$ cat src/rtl/cache_arb_pkg.sv
// Shared types for the instruction/data cache memory-port arbiter.
package cache_arb_pkg;

  localparam int LINE_W = 256;

  typedef enum logic [2:0] {
    IDLE,
    I_ADDR,
    I_DATA,
    D_ADDR,
    D_DATA
  } arb_state_t;

  typedef enum logic [1:0] {
    OWN_NONE,
    OWN_INST,
    OWN_DATA
  } owner_t;

  // Which requester owns the memory port in a given state.
  function automatic owner_t state_owner(arb_state_t s);
    case (s)
      I_ADDR, I_DATA: state_owner = OWN_INST;
      D_ADDR, D_DATA: state_owner = OWN_DATA;
      default:        state_owner = OWN_NONE;
    endcase
  endfunction

endpackage

$ cat src/rtl/cache_arb_select.sv
// Grant decision taken in IDLE: data side wins unless the instruction side
// has been passed over STARVE_LIMIT times in a row.
module cache_arb_select #(
  parameter int STARVE_LIMIT = 4,
  parameter int CNT_W        = 3
) (
  input  logic             data_req,
  input  logic             inst_req,
  input  logic [CNT_W-1:0] starve_cnt,
  output logic             grant_inst,
  output logic             grant_data
);

  logic force_inst;

  // Fixed data priority with the starvation override.
  always_comb begin
    force_inst = inst_req & (starve_cnt == CNT_W'(STARVE_LIMIT));
    grant_data = data_req & ~force_inst;
    grant_inst = inst_req & ~grant_data;
  end

endmodule

$ cat src/rtl/cache_mem_arbiter.sv
// Shares one sram-like memory port between the instruction and data caches,
// one transaction at a time, with a starvation guard for instruction fetch.
module cache_mem_arbiter
  import cache_arb_pkg::*;
#(
  parameter int STARVE_LIMIT = 4,
  parameter int CNT_W        = 3
) (
  input  logic              clk,
  input  logic              resetn,
  input  logic              inst_req,
  input  logic              inst_wr,
  input  logic [1:0]        inst_size,
  input  logic [31:0]       inst_addr,
  output logic [LINE_W-1:0] inst_rdata,
  output logic              inst_addr_ok,
  output logic              inst_data_ok,
  input  logic              data_req,
  input  logic              data_wr,
  input  logic [1:0]        data_size,
  input  logic [31:0]       data_addr,
  input  logic [31:0]       data_wdata,
  output logic [LINE_W-1:0] data_rdata,
  output logic              data_addr_ok,
  output logic              data_data_ok,
  output logic              mem_req,
  output logic              mem_wr,
  output logic [1:0]        mem_size,
  output logic [31:0]       mem_addr,
  output logic [31:0]       mem_wdata,
  input  logic [LINE_W-1:0] mem_rdata,
  input  logic              mem_addr_ok,
  input  logic              mem_data_ok
);

  arb_state_t       state, state_next;
  owner_t           owner;
  logic             in_addr;
  logic [CNT_W-1:0] starve_cnt;
  logic             grant_inst, grant_data;

  // The instruction side is always issued as a read, so its write flag is dropped.
  logic unused_inst_wr;
  assign unused_inst_wr = inst_wr;

  cache_arb_select #(
    .STARVE_LIMIT(STARVE_LIMIT),
    .CNT_W       (CNT_W)
  ) u_select (
    .data_req  (data_req),
    .inst_req  (inst_req),
    .starve_cnt(starve_cnt),
    .grant_inst(grant_inst),
    .grant_data(grant_data)
  );

  // State register.
  always_ff @(posedge clk or negedge resetn) begin
    if (!resetn) state <= IDLE;
    else         state <= state_next;
  end

  // Count data grants that passed over a waiting instruction request.
  always_ff @(posedge clk or negedge resetn) begin
    if (!resetn) begin
      starve_cnt <= '0;
    end else if (state == IDLE) begin
      if (grant_inst) begin
        starve_cnt <= '0;
      end else if (grant_data) begin
        if (!inst_req)                                starve_cnt <= '0;
        else if (starve_cnt != CNT_W'(STARVE_LIMIT))  starve_cnt <= starve_cnt + CNT_W'(1);
      end
    end
  end

  // Next-state: grant from IDLE, advance on the downstream handshakes.
  always_comb begin
    state_next = state;
    case (state)
      IDLE: begin
        if (grant_data)      state_next = D_ADDR;
        else if (grant_inst) state_next = I_ADDR;
      end
      I_ADDR: begin
        if (mem_addr_ok) state_next = mem_data_ok ? IDLE : I_DATA;
      end
      D_ADDR: begin
        if (mem_addr_ok) state_next = mem_data_ok ? IDLE : D_DATA;
      end
      I_DATA, D_DATA: begin
        if (mem_data_ok) state_next = IDLE;
      end
      default: state_next = IDLE;
    endcase
  end

  // Outputs: route the owner's payload down and the memory handshake back up.
  always_comb begin
    owner        = state_owner(state);
    in_addr      = (state == I_ADDR) || (state == D_ADDR);
    mem_req      = 1'b0;
    mem_wr       = 1'b0;
    mem_size     = 2'd0;
    mem_addr     = 32'd0;
    mem_wdata    = 32'd0;
    inst_rdata   = '0;
    inst_addr_ok = 1'b0;
    inst_data_ok = 1'b0;
    data_rdata   = '0;
    data_addr_ok = 1'b0;
    data_data_ok = 1'b0;
    case (owner)
      OWN_INST: begin
        inst_rdata = mem_rdata;
        if (in_addr) begin
          mem_req      = 1'b1;
          mem_size     = inst_size;
          mem_addr     = inst_addr;
          inst_addr_ok = mem_addr_ok;
          inst_data_ok = mem_addr_ok & mem_data_ok;
        end else begin
          inst_data_ok = mem_data_ok;
        end
      end
      OWN_DATA: begin
        data_rdata = mem_rdata;
        if (in_addr) begin
          mem_req      = 1'b1;
          mem_wr       = data_wr;
          mem_size     = data_size;
          mem_addr     = data_addr;
          mem_wdata    = data_wdata;
          data_addr_ok = mem_addr_ok;
          data_data_ok = mem_addr_ok & mem_data_ok;
        end else begin
          data_data_ok = mem_data_ok;
        end
      end
      default: ;
    endcase
  end

endmodule

$ cat config.mk
export PLATFORM = sky130hd
export DESIGN_NAME = cache_mem_arbiter
export DESIGN_NICKNAME = d
export VERILOG_FILES = /design/src/rtl/cache_arb_pkg.sv /design/src/rtl/cache_arb_select.sv /design/src/rtl/cache_mem_arbiter.sv
export SDC_FILE = /design/constraint.sdc
export NUM_CORES = 1
export LEC_CHECK = 0
export BUFFER_PORTS_ARGS = -buffer_cell sky130_fd_sc_hd__buf_2
export CORE_AREA = 2 2 368 370
export CTS_BUF_LIST = sky130_fd_sc_hd__clkbuf_8 sky130_fd_sc_hd__clkbuf_16
export DETAILED_ROUTE_END_ITERATION = 6
export DIE_AREA = 0 0 370 372
export PLACE_DENSITY_LB_ADDON = 0.05
export SLEW_MARGIN = 0
export SYNTH_ARGS = -nofsm -noshare
export SYNTH_HDL_FRONTEND = slang
export SYNTH_SLANG_ARGS = --single-unit
$ cat constraint.sdc
create_clock -name clk -period 5.1 [get_ports clk]
set_clock_uncertainty 0.2 [all_clocks]
set_input_delay 0.51 -clock clk [delete_from_list [all_inputs] [get_ports clk]]
set_output_delay 0.51 -clock clk [all_outputs]
set_load 0.03 [all_outputs]
==> results.yml <==
final_layout:
  fin_util_pct: 8.61
  nFillCells: 16100
  fin_nets: 2000
  multi_input_area_um2: 4190
  fin_area_um2: 11600
  syn2layout_area_growth_pct: 146
  seq_area_um2: 150
  drive_gt1_share_pct: 59.7
synth:
  yosysWarningCount: 0
  avgSynthCellArea_um2: 6.29
  yosys_most_used_dff: "dfrtp_1"
  yosysSeqAreaShare_pct: 3.19
  ys_async_sr_fraction_pct: 100
  synth_top_family_by_area: "simple AND/OR/NAND/NOR gates"
  syn_nets: 1117
  syn_area_um2: 4710
  yosys.area_share.simple_pct: 79.5
  synth_mux_area_share_pct: 0.213
  synthXorXnorAreaFrac_pct: 0.186
  syn_inst: 749
  yosysUniqueCellTypes: 30
  synth_compound_area_share_pct: 7.55
  synth_edf_count: 0
  synth_fa_ha_area_share_pct: 1.06
  ys_seq_elements: 6
cts:
  post-cts-setup-buffers: 0
  clock-sinks: 6
  clkTransAtPathRegs_ns: 0.03
  root_buffer: "clkbuf_16"
  htreeDepth: 1
  clk_path_buf_depth: 2
  tritoncts: "yes"
  worstSkewPairLatency_ns: 0.23
  cts_made_buffers: 3
detailed_routing:
  routed_via_density: 2.57
  dr.pass1.iters: 4
  vias: 8787
  drt-initial-drc-count: 219
  drc: 0
  routed_wl_um: 66200
  wire_per_inst_um: 19.4
  ant_nets: 0
sta:
  rsz0062_at_grt: "false"
  relSlewSlack_pct: 45.3
  hold_viol_final: 0
  finalSetupViolations: 0
  fin_crit_ns: 3.96
  maxSlewViolCount: 0
  tightest_slew_ns: 0.820
  timing.setup.tns_ns: 0
  fmaxAchievable_ghz: 0.253
  holdWs_ns: 0.325
  finalCritPeriodShare_pct: 77.6
run:
  cap_violations: 0
worst_setup_path:
  crit_type: "reg -> out"
  critPathMaxFanout: 57
  end_kind: "output pin"
  arrival_ns: 3.25
  required_ns: 4.39
  startpoint_type: "register"
floorplan:
  initial_utilization_pct: 3.51
  io_pins: 948
  num_rows: 135
  dieArea_um2: 138000
  dieWidth_um: 370
  dieHeight_um: 372
  core_um2: 134000
placed_design:
  port_buffers: 946
  gp_congestion: 0.819
  placed_area_um2: 11500
  place.detailed.hpwl_um: 59900
global_route:
  grt_overflow: 0
  grt_pass1_wl_um: 82700
  antenna_found_initial: 75
  grtUsageTotal_pct: 8.81
  grt_pass1_vias: 8783
  grt_start_max_net_pins: 103
status:
  status: "completed"
pwr:
  powerDensity_nw_per_um2: 712
  ir_drop_mv: 0.356
  total_power_mw: 8.23
  p_leak_nw: 6.61
hold_path:
  hold_class: "reg -> reg"
## worst paths after layout
path,start,to,slack [ns],cells after the start
max,state[2]$_DFFE_PN0P_,mem_addr[7],1.14,8
min in group asynchronous,resetn,state[0]$_DFFE_PN0P_,0.48,2
max in group asynchronous,resetn,state[1]$_DFFE_PN0P_,4.06,2
max reg2reg,state[0]$_DFFE_PN0P_,state[1]$_DFFE_PN0P_,3.26,3
min,starve_cnt[1]$_DFFE_PN0P_,starve_cnt[1]$_DFFE_PN0P_,0.32,1
min reg2reg,starve_cnt[1]$_DFFE_PN0P_,starve_cnt[1]$_DFFE_PN0P_,0.32,1
## registers in the layout (all words and copies together), names as in the netlist
register / cells
starve_cnt: 3
state: 3
## worst max-delay path, cell delays in order, from the launching register on
cell and delay [ns]:
dfrtp_1 0.55, nand2b_1 0.24, o21ai_0 0.21, inv_1 0.17
ha_4 0.56, buf_4 0.59, a22oi_1 0.27, nor2_1 0.13
buf_2 0.22
## layout make-up
class                           count  area share [%]
Timing Repair Buffer              957            42.1
Multi-Input combinational cell    657            36.3
Tap cell                         1781            19.3
Sequential cell                     6            1.30
Clock buffer                        3           0.649
Inverter                            7           0.227
Antenna cell                        8           0.173
## report_power, final
group	internal (mW)	total (mW)	switching (mW)
Sequential	0.0626	0.0934	0.0308
Combinational	2.14	8.01	5.87
Clock	0.101	0.128	0.0271
Total	2.30	8.23	5.92
## cell usage in the layout (no fill, tap or decap), drive strengths merged, types with 2 or more instances in the layout
cell type	n
a21oi	3
nor2	38
ha	4
nor3	2
dfrtp	6
nand2	7
clkbuf	3
diode	8
nand3	2
o211a	2
nand2b	4
inv	7
a22oi	34
and2	513
buf	956
o21ai	5
and3	34
## Yosys cell counts, types with 2 or more instances
cell type / count / area share, %
clkbuf_1: 66 / 5.3
nand2b_1: 3 / 0.40
o21ai_0: 5 / 0.53
ha_1: 4 / 1.1
a22oi_1: 34 / 5.4
and3_1: 34 / 4.5
a21oi_1: 3 / 0.32
dfrtp_1: 6 / 3.2
nor2_4: 9 / 2.2
and2_1: 513 / 68
inv_1: 7 / 0.56
nor2_1: 29 / 2.3
nand3_1: 2 / 0.21
o211a_1: 2 / 0.43
buf_2: 6 / 0.64
nand2_1: 7 / 0.56
buf_6: 6 / 1.4
## routing by layer
layer  track usage [%]  vias to the layer above  wire (um)
met3              2.60                      136       5510
met1              9.78                     3970      25200
li1                  -                     4087          -
met4             0.485                       14        979
met2              17.0                      580      34500
met5                 0                        -         89
## metrics by stage
step | cells | setup WS [ns]
2_1_floorplan | 749 | 2.36
3_3_place_gp | 3407 | 1.16
3_5_place_dp | 3407 | 1.21
4_1_cts | 3411 | 0.961
5_1_grt | 3411 | 0.839
6_report | 3419 | 1.14
## kinds of logic after synthesis
group	count (synthesis)
adder cells (fa/ha/maj)	4
AND/OR/NAND/NOR	602
flip-flops	6
multiplexers	1
XOR/XNOR	1
buffers and inverters	86
AO/OA/AOI/OAI	49
## what timing repair did
action / in CTS / in global routing
resized for setup: 0 / 0
hold buffers: 1 / 0
endpoints found under the hold margin: 6 / 0
(Power assumes the default switching activity.)
